## config.mk

```make
export PLATFORM = sky130hd
export DESIGN_NAME = div_seq_ctrl
export DESIGN_NICKNAME = d
export VERILOG_FILES = /design/src/rtl/div_pkg.sv /design/src/rtl/div_sub_row.sv /design/src/rtl/div_seq_ctrl.sv
export SDC_FILE = /design/constraint.sdc
export NUM_CORES = 1
export LEC_CHECK = 0
export ABC_AREA = 1
export ABC_CLOCK_PERIOD_IN_PS = 2400
export BUFFER_PORTS_ARGS = -buffer_cell sky130_fd_sc_hd__buf_2
export CAP_MARGIN = 20
export CORE_MARGIN = 1
export CORE_UTILIZATION = 40
export CTS_CLUSTER_SIZE = 12
export DETAILED_ROUTE_END_ITERATION = 6
export PLACE_DENSITY_LB_ADDON = 0.12
export SYNTH_ARGS = -nofsm -noshare
export SYNTH_HDL_FRONTEND = slang
export SYNTH_SLANG_ARGS = --single-unit
```

## constraint.sdc

```tcl
create_clock -name clk -period 2.4 [get_ports clk]
set_input_delay 0.12 -clock clk [delete_from_list [all_inputs] [get_ports clk]]
set_output_delay 0.12 -clock clk [all_outputs]
set_load 0.1 [all_outputs]
```

## src/rtl/div_pkg.sv

```systemverilog
// Shared types and sizing helpers for the sequential restoring divider.
package div_pkg;

    typedef enum logic [1:0] {
        IDLE = 2'd0,
        BUSY = 2'd1,
        DONE = 2'd2
    } state_t;

    localparam int DIV_WIDTH_DEF = 4;

    // Bits needed to hold an iteration count of 0..width.
    function automatic int cnt_w(input int width);
        return $clog2(width + 1);
    endfunction

endpackage

```

## src/rtl/div_sub_row.sv

```systemverilog
// One row of WIDTH+1 ripple borrow subtract cells with a restore select:
// y = restore ? a : (a - b); borrow is the final borrow out of the MSB cell.
module div_sub_row
    import div_pkg::*;
#(
    parameter int WIDTH = DIV_WIDTH_DEF
) (
    input  logic [WIDTH:0] a,
    input  logic [WIDTH:0] b,
    input  logic           restore,
    output logic [WIDTH:0] y,
    output logic           borrow
);

    logic [WIDTH:0] w_diff;
    logic           w_bw;

    // Ripple the borrow from LSB to MSB, one full-subtractor cell per bit.
    always_comb begin
        w_diff = {(WIDTH + 1){1'b0}};
        w_bw   = 1'b0;
        for (int i = 0; i <= WIDTH; i++) begin
            w_diff[i] = a[i] ^ b[i] ^ w_bw;
            w_bw      = (~a[i] & b[i]) | (~(a[i] ^ b[i]) & w_bw);
        end
    end

    assign borrow = w_bw;
    assign y      = restore ? a : w_diff;

endmodule

```

## src/rtl/div_seq_ctrl.sv

```systemverilog
// Iterative restoring divider controller: one quotient bit per BUSY cycle.
// Optional DIV_ZERO_CHK_EN short-circuits a zero divisor straight to DONE.
module div_seq_ctrl
    import div_pkg::*;
#(
    parameter int WIDTH = DIV_WIDTH_DEF
) (
    input  logic             clk,
    input  logic             rst_n,
    input  logic             in_valid,
    output logic             in_ready,
    input  logic [WIDTH-1:0] dividend,
    input  logic [WIDTH-1:0] divisor,
    output logic             out_valid,
    input  logic             out_ready,
    output logic [WIDTH-1:0] quotient,
    output logic [WIDTH-1:0] remainder,
    output logic             div_zero
);

    localparam int             CW       = cnt_w(WIDTH);
    localparam logic [CW-1:0]  CNT_LAST = CW'(WIDTH - 1);

    state_t           r_state;
    state_t           w_state_nxt;
    logic [WIDTH-1:0] r_q;
    logic [WIDTH-1:0] r_d;
    logic [WIDTH:0]   r_r;
    logic [CW-1:0]    r_cnt;
    logic             r_dz;
    logic             r_in_ready;
    logic             r_out_valid;

    logic             w_accept;
    logic             w_retire;
    logic             w_div0;
    logic [WIDTH:0]   w_shifted;
    logic [WIDTH:0]   w_row_y;
    logic             w_borrow;
    logic             w_unused;

    assign w_accept  = in_valid & r_in_ready;
    assign w_retire  = r_out_valid & out_ready;
    assign w_shifted = {r_r[WIDTH-1:0], r_q[WIDTH-1]};
    // R's MSB is only ever a transient of the trial subtract; it is always 0 once stored.
    assign w_unused  = r_r[WIDTH];

`ifdef DIV_ZERO_CHK_EN
    assign w_div0 = (divisor == {WIDTH{1'b0}});
`else
    assign w_div0 = 1'b0;
`endif

    div_sub_row #(
        .WIDTH   (WIDTH)
    ) u_row (
        .a       (w_shifted),
        .b       ({1'b0, r_d}),
        .restore (w_borrow),
        .y       (w_row_y),
        .borrow  (w_borrow)
    );

    // Next-state decode.
    always_comb begin
        w_state_nxt = r_state;
        case (r_state)
            IDLE: begin
                if (w_accept) begin
                    w_state_nxt = w_div0 ? DONE : BUSY;
                end else begin
                    w_state_nxt = IDLE;
                end
            end
            BUSY: begin
                if (r_cnt == CNT_LAST) begin
                    w_state_nxt = DONE;
                end else begin
                    w_state_nxt = BUSY;
                end
            end
            DONE: begin
                if (w_retire) begin
                    w_state_nxt = IDLE;
                end else begin
                    w_state_nxt = DONE;
                end
            end
            default: w_state_nxt = IDLE;
        endcase
    end

    // State, handshake flags and datapath registers.
    always_ff @(posedge clk or negedge rst_n) begin
        if (!rst_n) begin
            r_state     <= IDLE;
            r_in_ready  <= 1'b1;
            r_out_valid <= 1'b0;
            r_q         <= {WIDTH{1'b0}};
            r_d         <= {WIDTH{1'b0}};
            r_r         <= {(WIDTH + 1){1'b0}};
            r_cnt       <= {CW{1'b0}};
            r_dz        <= 1'b0;
        end else begin
            r_state     <= w_state_nxt;
            r_in_ready  <= (w_state_nxt == IDLE);
            r_out_valid <= (w_state_nxt == DONE);
            if (w_accept) begin
                r_d   <= divisor;
                r_cnt <= {CW{1'b0}};
                r_dz  <= w_div0;
                if (w_div0) begin
                    r_q <= {WIDTH{1'b1}};
                    r_r <= {1'b0, dividend};
                end else begin
                    r_q <= dividend;
                    r_r <= {(WIDTH + 1){1'b0}};
                end
            end else if (r_state == BUSY) begin
                r_r   <= w_row_y;
                r_q   <= {r_q[WIDTH-2:0], ~w_borrow};
                r_cnt <= r_cnt + CW'(1);
            end
        end
    end

    assign in_ready  = r_in_ready;
    assign out_valid = r_out_valid;
    assign quotient  = r_q;
    assign remainder = r_r[WIDTH-1:0];
    assign div_zero  = r_dz;

endmodule

```

* After elaboration in Yosys (flattened, before gate mapping)
Cells that the tools add are included.
** Storage, ports and cells
- Input bits :: 12
- Output and inout port bits :: 11
- Flip-flop bits (word level) :: 19
** Cells by class
- Equality and inequality tests :: 4
- Multiplexer cells :: 11
- Reductions and logical operators :: 3
- Bitwise operators :: 29
- Add/subtract/negate cells :: 1
** Operator list (count)
- 4-bit 2-to-1 mux :: 5
- 1-bit bitwise AND :: 10
- 1-bit NOT :: 9
- 1-bit bitwise XOR :: 7
- 3-bit 2-to-1 mux :: 2
- 2-bit one-hot mux with 3 select lines :: 1
- 2-bit == test, second input constant :: 2
- 2-bit zero test :: 2
- 2-bit 2-to-1 mux :: 2
- 3-bit by 1-bit adder with 3-bit output, second input constant :: 1
- 3-bit by 2-bit == test with 1-bit output, second input constant :: 1
- 1-bit bitwise OR :: 3
- 2-bit by 1-bit == test with 1-bit output, second input constant :: 1
- 2-bit nonzero test :: 1
- 1-bit 2-to-1 mux :: 1

* Depth between registers and ports, before layout
Gate-level depths: netlist of the first run.
- Depth after elaboration :: 12
- Gate-level depth with buffers :: 9

* By module
A second synthesis of the first run with hierarchy kept.
** Unflattened totals
- Cell total of the unflattened synthesis :: 127
- Area total of the unflattened synthesis :: 1058.5 um^2
** By module, submodules not included
- div_seq_ctrl :: times used 1, cells each 102, area an instance 863.3 um^2
- div_sub_row :: times used 1, cells each 25, area an instance 195.2 um^2

* Least setup slack after synthesis of the first run
OpenSTA, ideal clock, no wires.
- Path kind :: register -> register
- From :: reg r_q[3], in the netlist quotient[3]
- To :: reg r_r[2]
- Library setup time :: 120 ps
- Slack :: -512 ps
- Arrival :: 2792 ps
- Path buffers :: 0
- Data required time :: 2280 ps
- Cell stages (with the launch flop) :: 10
- Cells stage by stage :: dfrtp_1 inv_1 ha_1 fa_1 fa_1 fa_1 nand2_1 nand2_1 nand3_1 nand2_1
** On the way
- Longest elaborated chain between the ends :: 12
- Elaborated cells between the ends (all ways) :: 13
- Classes of those cells :: 3 x mux; 10 x bitwise
** RTL lines
- from (decl) :: RTL line div_seq_ctrl.sv:26 : logic [WIDTH-1:0] r_q;
- from (signal assigned) :: RTL line div_seq_ctrl.sv:99 : r_q <= {WIDTH{1'b0}};
- from (signal assigned) :: RTL line div_seq_ctrl.sv:113 : r_q <= {WIDTH{1'b1}};
- from (signal assigned) :: RTL line div_seq_ctrl.sv:116 : r_q <= dividend;
- 1-bit NOT (*) :: RTL line div_sub_row.sv:24 : w_bw = (~a[i] & b[i]) | (~(a[i] ^ b[i]) & w_bw);
- 1-bit bitwise AND (*) (2 in series) :: RTL line div_sub_row.sv:24
- 1-bit bitwise OR (*) :: RTL line div_sub_row.sv:24
- 1-bit bitwise AND :: RTL line div_sub_row.sv:24
- 1-bit bitwise OR :: RTL line div_sub_row.sv:24
- 1-bit bitwise AND :: RTL line div_sub_row.sv:24
- 1-bit bitwise OR :: RTL line div_sub_row.sv:24
- 1-bit bitwise AND :: RTL line div_sub_row.sv:24
- 4-bit 2-to-1 mux (*) :: RTL line div_sub_row.sv:29 : assign y = restore ? a : w_diff;
- 4-bit 2-to-1 mux (*) :: RTL line div_seq_ctrl.sv:119 : end else if (r_state == BUSY) begin
- 4-bit 2-to-1 mux (*) :: RTL line div_seq_ctrl.sv:108 : if (w_accept) begin
- to (signal assigned) :: RTL line div_seq_ctrl.sv:114 : r_r <= {1'b0, dividend};
- to (signal assigned) :: RTL line div_seq_ctrl.sv:117 : r_r <= {(WIDTH + 1){1'b0}};
- to (signal assigned) :: RTL line div_seq_ctrl.sv:120 : r_r <= w_row_y;
- to (decl) :: RTL line div_seq_ctrl.sv:28 : logic [WIDTH:0] r_r;
Every way passes the cells marked *; elsewhere a longest branch is shown, timed or not. The select of a mux whose other input is x is not followed.
A chain may end at the register's enable or synchronous reset.

* Worst setup path in the final report of the first run
- From :: reg r_q[3], in the netlist quotient[3]
- To :: reg r_r[3]
** On the way
- Longest elaborated chain between the ends :: 12
- Elaborated cells between the ends (all ways) :: 13
- Classes of those cells :: 3 x mux; 10 x bitwise
** RTL lines (RTL line)
- 1-bit NOT (*) :: div_sub_row.sv:24
- 1-bit bitwise AND (*) (2 in series) :: div_sub_row.sv:24
- 1-bit bitwise OR (*) :: div_sub_row.sv:24
- 1-bit bitwise AND (*) :: div_sub_row.sv:24
- 1-bit bitwise OR (*) :: div_sub_row.sv:24
- 1-bit bitwise AND :: div_sub_row.sv:24
- 1-bit bitwise OR :: div_sub_row.sv:24
- 1-bit bitwise AND :: div_sub_row.sv:24
- 4-bit 2-to-1 mux (*) :: div_sub_row.sv:29
- 4-bit 2-to-1 mux (*) :: div_seq_ctrl.sv:119
- 4-bit 2-to-1 mux (*) :: div_seq_ctrl.sv:108
Marks and branches as above.

==> impl_metrics.json, run 1 <==
{
  "cts.sinks": 19,
  "fin_crit_sh_pct": 92.3,
  "netlist.area_leader.share_pct": 45.1,
  "cp-end-kind": "register",
  "start_kind": "register",
  "finalMaxSlewViolations": 0,
  "die-area_um2": 2700,
  "clock.fmax_mhz": 451,
  "clock_path_buffers": 2,
  "overflow": 0,
  "clk_pin_slew_ps": 110,
  "drc_errors": 0,
  "synth_cell_types": 17,
  "final_core_utilization_pct": 51.1,
  "crit_required_ps": 2590,
  "cts_tree": "done",
  "layout.nets": 160,
  "antenna_cells": 0,
  "min_period_ps": 2220,
  "drive_above_1_share_pct": 28.4,
  "drt_first_pass_iters": 4,
  "cts-root-buf": "clkbuf_4",
  "crit_fanout": 3,
  "hold_class": "in2reg",
  "status": "finished, final reports clean",
  "cap_viol_max_count": 0,
  "ys_warn_count": 0,
  "drtIter0Drc": 12,
  "hpwlAfterDp_um": 1420,
  "grt_max_degree": 20,
  "num_rows": 17,
  "clkLatencyLatePin_ps": 290,
  "vias": 782,
  "synth.area.top_cells": "dfrtp_1, nand2_1, fa_1",
  "ctsHtreeMaxLevel": 1,
  "r2r_slack_ps": 180,
  "viasPerCell": 4.63,
  "chipWidth_um": 52.0,
  "seqCellArea_um2": 484,
  "synthArstFlopShare_pct": 100,
  "synth_seq_cells": 19,
  "first_global_vias": 783,
  "crit_type": "reg2reg",
  "gp_congestion": 0.835,
  "skew_ps": 4.89,
  "multi_input_comb_area_um2": 448,
  "rsz0062_at_grt": "no",
  "synthFlopType": "dfrtp_1",
  "grt_pass1_wl_um": 3230,
  "die_h_um": 52.0,
  "post_cts_buffers": 0,
  "core_area_um2": 2280,
  "ctsHoldBuffers": 1,
  "antenna_left": 0,
  "hold_violations": 0,
  "synth_nets": 135,
  "setup_viol": 0,
  "gr-usage-all-layers_pct": 16.4,
  "post_cts_resized": 0,
  "nFillCells": 225,
  "synthTopCellsByCount": "nand2_1, dfrtp_1, inv_1, nand3_1, o21ai_0",
  "avgSynthCellArea_um2": 8.53,
  "portBuffers": 21,
  "yosysMostFrequentCell": "nand2_1",
  "yosysSeqAreaShare_pct": 47.7,
  "dp.cells": 164,
  "synth_edf_count": 0,
  "area_growth_pct": 16.5,
  "crit_arrival_ps": 2400,
  "setup_tns_ps": 0,
  "synth_largest_area_cell": "dfrtp_1",
  "wl_per_cell_um": 10.7,
  "finalWirelength_um": 1810,
  "cts_buffers": 3,
  "start_util_pct": 43.9,
  "layout.cells.non_filler": 169,
  "syn-instance-count": 117,
  "io-pin-count": 23,
  "antenna_found_initial": 0,
  "synth_area_um2": 998
}
cells by family (layout without fill, tap and decap cells):
| logic type | after synthesis | after routing | share of synthesized area [%] |
|---|---|---|---|
| buf+inv | 15 | 39 | 8.15 |
| fa+ha+maj | 6 | 6 | 9.78 |
| other cells | 1 | 1 | 0.376 |
| simple gates | 72 | 72 | 32.0 |
| compound gates | 4 | 4 | 2.01 |
| flops | 19 | 19 | 47.7 |
cell usage in the layout, fill, tap and decap left out:
cell           instances
buf_2                 21
clkbuf_4               3
clkinv_2               1
conb_1                 1
dfrtp_1               16
dfrtp_4                2
dfstp_2                1
dlygate4sd3_1          1
fa_1                   1
fa_2                   2
ha_1                   3
inv_1                 10
inv_2                  2
inv_6                  1
nand2_1               51
nand2_2                3
nand2_4                3
nand3_1               11
nor2_1                 3
nor2_4                 1
o21ai_0                4
flip-flops by register name, indices dropped and copies added, names as in the netlist:
signal,flops
in_ready,1
quotient,4
r_state,2
out_valid,1
r_cnt,3
r_d,4
r_r,4
path summary, 6_finish.rpt:
path / end / cells past startpoint / start
setup / recovery: r_r[3] / 8 / quotient[3]
hold / removal: r_d[0] / 3 / divisor[0]
setup reg to reg: r_r[3] / 8 / quotient[3]
hold reg to reg: r_cnt[1] / 2 / r_cnt[1]
max in group asynchronous: r_r[0] / 2 / rst_n
min in group asynchronous: r_state[1] / 2 / rst_n
per-layer routing:
metal  track usage, %  vias to the layer above  wire length (µm)
met4             5.41                        0                13
met2             26.5                       15               864
met5                0                        -                 0
met1             21.6                      361               864
met3             3.51                        2                64
li1                 -                      404                 -
per-stage QoR:
step	hold WS, ps	setup slack [ps]	area, µm²
floorplan	-176	23.8	1010
global placement	86.5	225	1130
detailed placement	91.5	182	1130
CTS	0.899	177	1160
global route	5.98	72.8	1160
finish	12.7	185	1160
cell type report:
type / count / area share (%)
multi-input cells: 83 / 38.5
clock inverters: 1 / 0.430
well taps: 28 / 3.01
clock buffers: 3 / 1.94
repair buffers: 22 / 9.89
inverters: 13 / 4.62
flip-flops and latches: 19 / 41.6
worst max-delay path: stages (launching register included):
cell	delay, ps
dfrtp_4	430
inv_2	40
ha_1	200
fa_1	380
fa_2	350
fa_2	530
nand2_1	50
nand3_1	90
nand2_1	50
Power of run 1 is left out: the tool's default activity adds up to more than one toggle a clock period on the data nets, which glitch-free logic cannot reach.
==> run 2: changes to the inputs <==
Settings changed: HOLD_SLACK_MARGIN from default to 0.03, SYNTH_HIERARCHICAL from default to 1.
==> impl_metrics.json, run 2 <==
{
  "gr-usage-all-layers_pct": 17.3,
  "cts_tree": "done",
  "critPathSlowestCell": "dfrtp_4",
  "fin_crit_sh_pct": 95.1,
  "status": "finished, final reports clean",
  "syn-instance-count": 123,
  "cts-root-buf": "clkbuf_4",
  "rsz0062_at_grt": "yes",
  "area_growth_pct": 20.9,
  "pre_cts_ws_ps": 25.4,
  "viasPerCell": 4.86,
  "crit_family": "adder cells",
  "wl_per_cell_um": 10.9,
  "critPathBufInv": 3,
  "clock_path_buffers": 2,
  "synth_area_um2": 1040,
  "drive_above_1_share_pct": 30.0,
  "mostFrequentLayoutCells": "nand2_1, buf_2, nand3_1",
  "ir_drop_mv": 0.940,
  "hold_slack_ps": 112,
  "cts.sinks": 19,
  "leakage_nw": 0.673,
  "gp_congestion": 0.694,
  "crit_type": "reg2reg",
  "cap_viol_max_count": 0,
  "die_h_um": 53.1,
  "antenna_found_initial": 0,
  "crit_fanout": 9,
  "worstPathCellList": "inv_2, ha_4, fa_2, fa_2, fa_2, inv_2, fa_2, inv_4, nand2_1, o21ai_2, nand2_1, nand2_1",
  "final_common_cell": "nand2_1",
  "clkLatencyLatePin_ps": 290,
  "clock.fmax_mhz": 438,
  "antenna_cells": 0,
  "dp.cells": 171,
  "avgSynthCellArea_um2": 8.48,
  "vias": 874,
  "die-area_um2": 2820,
  "post_cts_buffers": 0,
  "drc_errors": 0,
  "chipWidth_um": 53.1,
  "finalPower_w": 0.00188,
  "crit_arrival_ps": 2480,
  "ctsHtreeMaxLevel": 1,
  "min_period_ps": 2280,
  "layout.nets": 170,
  "skew_ps": 10.5,
  "crit_top_cell": "fa_2",
  "io-pin-count": 23,
  "grt_pass1_wl_um": 3420,
  "layout_setup_ws_ps": 118,
  "cp-end-kind": "register",
  "clk_pin_slew_ps": 110,
  "crit_required_ps": 2590,
  "core_area_um2": 2480,
  "start_util_pct": 42.1,
  "first_global_vias": 773,
  "num_rows": 18,
  "overflow": 0,
  "drtIter0Drc": 15,
  "cts_buffers": 3,
  "finalMaxSlewViolations": 0,
  "start_kind": "register",
  "power.density_nw_per_um2": 1490,
  "max_stage_delay_ps": 420,
  "nFillCells": 254,
  "setup_tns_ps": 0,
  "ys_warn_count": 6,
  "drt_first_pass_iters": 4,
  "hpwlAfterDp_um": 1490,
  "hold_violations": 0,
  "portBuffers": 21,
  "hold_class": "in2reg",
  "antenna_left": 0,
  "finalWirelength_um": 1970,
  "layout.cells.non_filler": 180,
  "grt_max_degree": 23,
  "setup_viol": 0
}
run 2: routing by layer:
metal | wire length, µm | vias to the layer above | GRT usage (%)
li1 | - | 438 | -
met1 | 891 | 420 | 20.8
met2 | 1000 | 14 | 29.5
met3 | 65 | 2 | 6.03
met4 | 10 | 0 | 3.95
met5 | 0 | - | 0
run 2: layout make-up:
class	count	area (µm²)	area share, %
repair buffers	27	163	12.9
flip-flops and latches	19	485	38.5
multi-input cells	88	502	39.8
clock buffers	4	26.3	2.08
well taps	30	37.5	2.98
inverters	12	47.5	3.77
run 2: repair_timing:
action	4_1_cts	5_1_grt
resized for setup	0	3
hold endpoints to repair	22	0
endpoints found under the setup margin	0	5
hold buffers	5	0
run 2: final timing paths:
path | start | end | slack, ps | depth (start not counted)
setup reg to reg | quotient[3] | r_r[1] | 120 | 12
hold reg to reg | r_cnt[0] | r_cnt[0] | 510 | 1
hold / removal | out_ready | out_valid | 110 | 4
max in group asynchronous | rst_n | in_ready | 1780 | 2
setup / recovery | quotient[3] | r_r[1] | 120 | 12
min in group asynchronous | rst_n | r_d[2] | 280 | 2
run 2: tightest hold or removal path: stages:
cell and delay, ps:
buf_2 70, nand2_1 40, nand2_1 70, nand2_1 60
run 2: report_power, final:
part | internal (W) | switching, W
combinational | 0.000309 | 0.000842
sequential | 0.000460 | 0.000108
clock | 0.0000646 | 0.0000919
total | 0.000833 | 0.00104
run 2: stage by stage:
step / cell area, µm² / utilization [%]
floorplan: 1080 / -
global placement: 1180 / 47.6
detailed placement: 1180 / 47.6
CTS: 1260 / 50.7
global route: 1260 / 50.9
finish: 1260 / 50.9
Power figures use the tool's default switching activity.
